**src/rtl/alu_arb_ctrl.sv**
```systemverilog
// Two-requester front end for a shared registered ALU: round-robin grant, one
// command in flight, error commands answered directly without touching the ALU.
module alu_arb_ctrl #(
    parameter int WIDTH = 16,
    parameter int FUN_W = 4
) (
    input  logic             CLK,
    input  logic             RST,
    input  logic             REQ_VALID0,
    input  logic             REQ_VALID1,
    input  logic [WIDTH-1:0] REQ_A0,
    input  logic [WIDTH-1:0] REQ_B0,
    input  logic [WIDTH-1:0] REQ_A1,
    input  logic [WIDTH-1:0] REQ_B1,
    input  logic [FUN_W-1:0] REQ_FUN0,
    input  logic [FUN_W-1:0] REQ_FUN1,
    output logic             REQ_READY0,
    output logic             REQ_READY1,
    output logic [WIDTH-1:0] ALU_A,
    output logic [WIDTH-1:0] ALU_B,
    output logic [FUN_W-1:0] ALU_FUN,
    input  logic [WIDTH-1:0] ALU_RES,
    output logic             RSP_VALID,
    input  logic             RSP_READY,
    output logic [WIDTH-1:0] RSP_DATA,
    output logic             RSP_ID,
    output logic             RSP_ERR,
    output logic             BUSY
);
    typedef enum logic [1:0] {IDLE, ISSUE, WAIT, RESP} state_t;

    localparam logic [FUN_W-1:0] FUN_DIV   = FUN_W'(3);
    localparam logic [FUN_W-1:0] FUN_UNDEF = {FUN_W{1'b1}};

    state_t           state_q, state_d;
    logic             prio_q, prio_d;
    logic [WIDTH-1:0] a_q, a_d, b_q, b_d;
    logic [FUN_W-1:0] fun_q, fun_d;
    logic             id_q, id_d;
    logic             rsp_valid_q, rsp_valid_d;
    logic [WIDTH-1:0] rsp_data_q, rsp_data_d;
    logic             rsp_id_q, rsp_id_d;
    logic             rsp_err_q, rsp_err_d;

    logic             gnt;
    logic [WIDTH-1:0] sel_a, sel_b;
    logic [FUN_W-1:0] sel_fun;
    logic             sel_err;

    // prio_q names the requester that wins a tie
    assign gnt     = (REQ_VALID0 & REQ_VALID1) ? prio_q : REQ_VALID1;
    assign sel_a   = gnt ? REQ_A1 : REQ_A0;
    assign sel_b   = gnt ? REQ_B1 : REQ_B0;
    assign sel_fun = gnt ? REQ_FUN1 : REQ_FUN0;
    assign sel_err = (sel_fun == FUN_UNDEF) || ((sel_fun == FUN_DIV) && (sel_b == '0));

    always_ff @(posedge CLK) begin
        if (RST) begin
            state_q     <= IDLE;
            prio_q      <= 1'b0;
            a_q         <= '0;
            b_q         <= '0;
            fun_q       <= '0;
            id_q        <= 1'b0;
            rsp_valid_q <= 1'b0;
            rsp_data_q  <= '0;
            rsp_id_q    <= 1'b0;
            rsp_err_q   <= 1'b0;
        end else begin
            state_q     <= state_d;
            prio_q      <= prio_d;
            a_q         <= a_d;
            b_q         <= b_d;
            fun_q       <= fun_d;
            id_q        <= id_d;
            rsp_valid_q <= rsp_valid_d;
            rsp_data_q  <= rsp_data_d;
            rsp_id_q    <= rsp_id_d;
            rsp_err_q   <= rsp_err_d;
        end
    end

    always_comb begin
        state_d     = state_q;
        prio_d      = prio_q;
        a_d         = a_q;
        b_d         = b_q;
        fun_d       = fun_q;
        id_d        = id_q;
        rsp_valid_d = rsp_valid_q;
        rsp_data_d  = rsp_data_q;
        rsp_id_d    = rsp_id_q;
        rsp_err_d   = rsp_err_q;
        REQ_READY0  = 1'b0;
        REQ_READY1  = 1'b0;
        ALU_A       = '0;
        ALU_B       = '0;
        ALU_FUN     = FUN_UNDEF;
        case (state_q)
            IDLE: begin
                REQ_READY0 = REQ_VALID0 & ~gnt;
                REQ_READY1 = REQ_VALID1 & gnt;
                if (REQ_VALID0 | REQ_VALID1) begin
                    a_d    = sel_a;
                    b_d    = sel_b;
                    fun_d  = sel_fun;
                    id_d   = gnt;
                    prio_d = ~gnt;
                    if (sel_err) begin
                        rsp_valid_d = 1'b1;
                        rsp_err_d   = 1'b1;
                        rsp_data_d  = '0;
                        rsp_id_d    = gnt;
                        state_d     = RESP;
                    end else begin
                        state_d = ISSUE;
                    end
                end
            end
            ISSUE: begin
                ALU_A   = a_q;
                ALU_B   = b_q;
                ALU_FUN = fun_q;
                state_d = WAIT;
            end
            WAIT: begin
                rsp_valid_d = 1'b1;
                rsp_err_d   = 1'b0;
                rsp_data_d  = ALU_RES;
                rsp_id_d    = id_q;
                state_d     = RESP;
            end
            RESP: begin
                if (RSP_READY) begin
                    rsp_valid_d = 1'b0;
                    state_d     = IDLE;
                end
            end
            default: state_d = IDLE;
        endcase
    end

    assign RSP_VALID = rsp_valid_q;
    assign RSP_DATA  = rsp_data_q;
    assign RSP_ID    = rsp_id_q;
    assign RSP_ERR   = rsp_err_q;
    assign BUSY      = (state_q != IDLE);
endmodule

```
**config.mk**
```make
export PLATFORM = sky130hd
export DESIGN_NAME = alu_arb_ctrl
export DESIGN_NICKNAME = d
export VERILOG_FILES = /design/src/rtl/alu_arb_ctrl.sv
export SDC_FILE = /design/constraint.sdc
export NUM_CORES = 1
export LEC_CHECK = 0
export BUFFER_PORTS_ARGS = -buffer_cell sky130_fd_sc_hd__buf_2
export CORE_MARGIN = 5
export CORE_UTILIZATION = 49
export DETAILED_ROUTE_END_ITERATION = 12
export PLACE_DENSITY_LB_ADDON = 0.1
export SLEW_MARGIN = 20
export SYNTH_ARGS = -nofsm -noshare
export SYNTH_HDL_FRONTEND = slang
export SYNTH_SLANG_ARGS = --single-unit
```
**constraint.sdc**
```tcl
create_clock -name CLK -period 3.3 [get_ports CLK]
set_input_delay 0 -clock CLK [delete_from_list [all_inputs] [get_ports CLK]]
set_output_delay 0 -clock CLK [all_outputs]
set_load 0.005 [all_outputs]
```
## Word level (Yosys, flattened, before mapping)

Index checks and enable logic that the tools add are counted.

- Equal/unequal tests: 8
- Mux-type cells: 24
- Bitwise operators: 5
- Reduce and logical (&&, ||, !) cells: 11

Operator list:

| cell | count |
|---|---|
| $mux 16 | 6 |
| $pmux 16 s2 | 1 |
| $logic_not 16->1 | 1 |
| $mux 1 | 8 |
| $mux 4 | 2 |
| $pmux 2 s4 | 1 |
| $mux 2 | 3 |
| $ne 2x2->1 const B | 3 |
| $eq 2x2->1 const B | 2 |
| $eq 4x2->1 const B | 1 |
| $eq 4x4->1 const B | 1 |
| $pmux 1 s2 | 2 |
| $reduce_and 2->1 | 2 |
| $reduce_and 4->1 | 1 |
| $reduce_bool 2->1 | 2 |
| $and 1x1->1 | 3 |
| $pmux 1 s3 | 1 |
| $reduce_and 3->1 | 1 |
| $reduce_bool 3->1 | 1 |
| $eq 2x1->1 const B | 1 |
| $logic_not 2->1 | 1 |
| $logic_and 1x1->1 | 1 |
| $logic_or 1x1->1 | 1 |
| $not 1->1 | 1 |
| $or 1x1->1 | 1 |

- Register bits after elaboration: 59
- Input bits: 93
- Output and inout port bits: 58
- Word-level logic and storage cells: 58

## Longest topological paths before layout

- Depth after elaboration: 9
- Mapped depth: 9
- Mapped depth without buffers: 7

## Worst setup path after synthesis

Ideal clock, no wire load.

- Path type: register to register
- Start: reg state_q[0]
- End: reg rsp_id_q (netlist: RSP_ID)
- Library setup time: 0.130 ns
- Arrival time: 1.721 ns
- Required time: 3.170 ns
- Slack: 1.449 ns
- Stages on the path, launching flop included: 10
- Buffers on the path: 2
- Period minus slack after synthesis: 1.851 ns
- Cell sequence: dfxtp_1 -> inv_1 -> ha_1 -> o21ai_1 -> a21oi_1 -> o31a_1 -> buf_4 -> buf_12 -> nor3_1 -> nor3_2

- Cells in the longest elaborated chain, start to end: 3
- Elaborated cells between the ends (all ways): 7

Ends and longest elaborated chain:

| item | line | text |
|---|---|---|
| start: declaration | 35 | `state_t state_q, state_d;` |
| start signal: assignment | 70 | `state_q <= state_d;` |
| $eq 2x2->1 or $logic_not 2->1 (tied branches) | 99 | `case (state_q)` |
| $reduce_bool 2->1 (no source line) or $ne 2x2->1 (tied branches) | n/a |  |
| $reduce_and 3->1 (no source line) | n/a |  |
| end signal: assignment | 78 | `rsp_id_q <= rsp_id_d;` |
| end: declaration | 42 | `logic rsp_id_q, rsp_id_d;` |

Several ways; a longest one is shown, not always the timed one.
A chain may end at the register's enable or synchronous reset.

## Worst setup path in the final report

- Start: reg state_q[1]
- End: reg a_q[13]

- Cells in the longest elaborated chain, start to end: 2

Ends and longest elaborated chain:

| item | line | text |
|---|---|---|
| $logic_not 2->1 | 99 |  |
| $reduce_and 2->1 (no source line) | n/a |  |
| end signal: assignment | 61 | `a_q <= '0;` |
| end signal: assignment | 72 | `a_q <= a_d;` |
| end: declaration | 37 | `logic [WIDTH-1:0] a_q, a_d, b_q, b_d;` |

Every way passes these cells.

==> flow_summary.json <==
{
  "status": "finished clean",
  "setup_ws_ns": 0.268,
  "timing.final.crit_share": 0.919,
  "ant_nets": 0,
  "diodes": 0,
  "vias_per_cell": 5.45,
  "core_sq_mm": 0.00592,
  "numCtsBuffers": 9,
  "port_buffers": 150,
  "start_util": 0.505,
  "nNetsFinal": 693,
  "ys_async_sr_fraction": 0,
  "top_level_ports": 151,
  "rsz0062_at_grt": "false",
  "finalHoldViolCount": 0,
  "tightest_slew_ns": 0.780,
  "drc": 0,
  "tns_ns": 0,
  "finalSetupViolCount": 0,
  "grt_max_degree": 60,
  "regArea_sq_mm": 0.00118,
  "worstHoldPathCells": 2,
  "antenna_found_initial": 0,
  "routed_wl_um": 10500,
  "grt_pass1_wl_um": 17200,
  "syn_area_sq_mm": 0.00299,
  "synth_seq_cells": 59,
  "rrSetupSlack_ns": 0.27,
  "clockBufferDepth": 2,
  "grt_pass1_vias": 3809,
  "ys_seq_area_frac": 0.395,
  "crit_required_ns": 3.57,
  "cts_tree": "done",
  "detail_route.wl_per_cell_um": 15.6,
  "die_y_um": 88.1,
  "syn_inst": 372,
  "first_pass_iters": 5,
  "yosysUniqueCellTypes": 39,
  "insertion_delay_ns": 0.33,
  "synth_nets": 469,
  "hold_start": "RST",
  "min_period_ns": 3.03,
  "report.final.slew_viol_count": 0,
  "post_cts_buffers": 0,
  "irDropWorstVdd_uv": 306,
  "layout-drive-gt1-share": 0.319,
  "skew_ns": 0.00543,
  "reg2reg_to": "a_q[13]",
  "ys_warn_count": 0,
  "max-cap-violations": 0,
  "grt-ovfl-total": 0,
  "place_congestion": 0.804,
  "placed_cells": 571,
  "worstSetupEndpointType": "register",
  "fill_cells": 415,
  "criticalPathCategory": "reg2reg",
  "p_leak_nw": 2.25,
  "max_slew_margin": 0.476,
  "placed_cell_area_sq_mm": 0.00374,
  "num_rows": 28,
  "clockRootBuffer": "clkbuf_8",
  "num_vias": 3685,
  "r2r-start": "state_q[1]",
  "multi_input_area_sq_mm": 0.00166,
  "powerDensity_mw_per_mm2": 456,
  "grt.total_usage": 0.279,
  "drtIter0Drc": 297,
  "dp_slack_ns": 0.977,
  "die_w_um": 88.1,
  "area_growth_pct": 61.5,
  "layout.cells.non_filler": 676,
  "finalInstanceArea_sq_mm": 0.00483,
  "arrival_ns": 3.31,
  "clk_pin_slew_ns": 0.07,
  "die_area_sq_mm": 0.00777,
  "critPathMaxFanout": 34,
  "r2r_cells": 8,
  "cts_sinks": 59,
  "holdWs_ns": 0.165,
  "dpl.hpwl_um": 6330,
  "htreeDepth": 3,
  "syn_avg_cell_area_sq_um": 8.04,
  "fmax_mhz": 330,
  "hold_class": "in2reg",
  "synth_flop_cell": "dfxtp_1",
  "startpoint_type": "register",
  "hold_end": "a_q[10]",
  "synth_enable_flop_cells": 0
}
-- cell families after synthesis --
| family | after synthesis | synth area share |
|---|---|---|
| flip-flops | 59 | 0.395 |
| AO/OA/AOI/OAI | 83 | 0.228 |
| adder cells (fa/ha/maj) | 4 | 0.0167 |
| buffers and inverters | 36 | 0.0548 |
| AND/OR/NAND/NOR | 190 | 0.305 |
-- state kept, by name, indices dropped and copies added, names as in the netlist --
signal and flops:
RSP_ID 1, state_q 2, id_q 1, prio_q 1
RSP_VALID 1, a_q 16, RSP_DATA 16, RSP_ERR 1
b_q 16, fun_q 4
-- cells in the mapped netlist (2+ instances only) --
cell | instances | area, sq um
nand2_1 | 65 | 244
dfxtp_1 | 59 | 1180
nor2_1 | 47 | 176
and2_1 | 32 | 200
a311oi_1 | 29 | 254
clkbuf_1 | 24 | 90.1
a21oi_1 | 19 | 95.1
nand3_1 | 17 | 85.1
o211ai_2 | 9 | 113
o211ai_1 | 8 | 60.1
a222oi_1 | 7 | 70.1
nand2b_1 | 6 | 37.5
nor4_1 | 6 | 37.5
buf_2 | 4 | 20.0
ha_1 | 4 | 50.1
nor3_1 | 4 | 20.0
nand4_1 | 3 | 18.8
nor2b_1 | 3 | 18.8
a221oi_1 | 2 | 17.5
buf_4 | 2 | 15.0
inv_1 | 2 | 7.51
inv_2 | 2 | 7.51
o21ai_1 | 2 | 10.0
-- layout make-up --
cell class,count,share of cell area
clock buffer,10,0.0285
clock inverter,6,0.0114
inverter,4,0.00311
multi-input combinational,277,0.343
sequential,59,0.245
tap,75,0.0194
timing repair buffer,245,0.350
-- critical path, cell delays in order (launching register included) --
cell and delay (ns):
dfxtp_1 0.35, inv_1 0.10, ha_1 0.29, inv_2 0.25, nor2_4 0.52, buf_4 0.42
nor2_1 0.07, a311oi_1 0.33, dlygate4sd3_1 0.62
-- cell usage in the layout, fill, tap and decap left out, types with 2 or more instances in the layout --
cell | Yosys | routed
nor2_1 | 47 | 45
clkinv_2 | 0 | 5
ha_1 | 4 | 3
a21oi_1 | 19 | 19
nand2_1 | 65 | 65
a311oi_1 | 29 | 29
inv_1 | 2 | 2
o211ai_1 | 8 | 8
buf_2 | 4 | 149
nor2b_1 | 3 | 3
buf_4 | 2 | 7
nand3_1 | 17 | 17
nand2b_1 | 6 | 6
nand4_1 | 3 | 3
dfxtp_1 | 59 | 59
nor4_1 | 6 | 6
o21ai_1 | 2 | 2
a221oi_1 | 2 | 2
and2_1 | 32 | 32
nor3_1 | 4 | 4
clkbuf_8 | 0 | 10
inv_2 | 2 | 2
a222oi_1 | 7 | 7
dlygate4sd3_1 | 0 | 89
o211ai_2 | 9 | 9
-- worst max-delay path by stage --
stage                           from  slack [ns]  endpoint  depth (start not counted)
after floorplan           state_q[0]        1.45    RSP_ID                          9
after global placement    state_q[0]        1.08    RSP_ID                          6
after detailed placement  state_q[1]        0.98   a_q[12]                          7
after CTS                 state_q[1]        0.43   a_q[12]                          8
after global routing      state_q[1]        0.05   a_q[13]                          8
final                     state_q[1]        0.27   a_q[13]                          8
-- stage by stage --
stage / util / total power, W
after global placement: 0.632 / 0.00138
after floorplan: - / 0.00119
after detailed placement: 0.632 / 0.00139
after CTS: 0.815 / 0.00220
after global routing: 0.816 / 0.00233
final: 0.816 / 0.00220
-- what timing repair did --
item,CTS,global route
hold buffers,89,0
setup endpoints to repair,0,0
endpoints found under the hold margin,53,0
gates resized for setup,0,0
-- metal layers --
metal,GRT usage,up-vias,wire length (um)
li1,-,1781,-
met1,0.327,1731,4130
met2,0.497,153,5390
met3,0.0564,20,828
met4,0.110,0,185
met5,0,-,0
-- power breakdown --
part | internal (W) | total [W] | switching [W]
clock network | 0.000362 | 0.000649 | 0.000287
logic | 0.000350 | 0.000709 | 0.000359
registers | 0.000802 | 0.000845 | 0.0000437
Note: power is estimated with default switching activity, not from simulation.
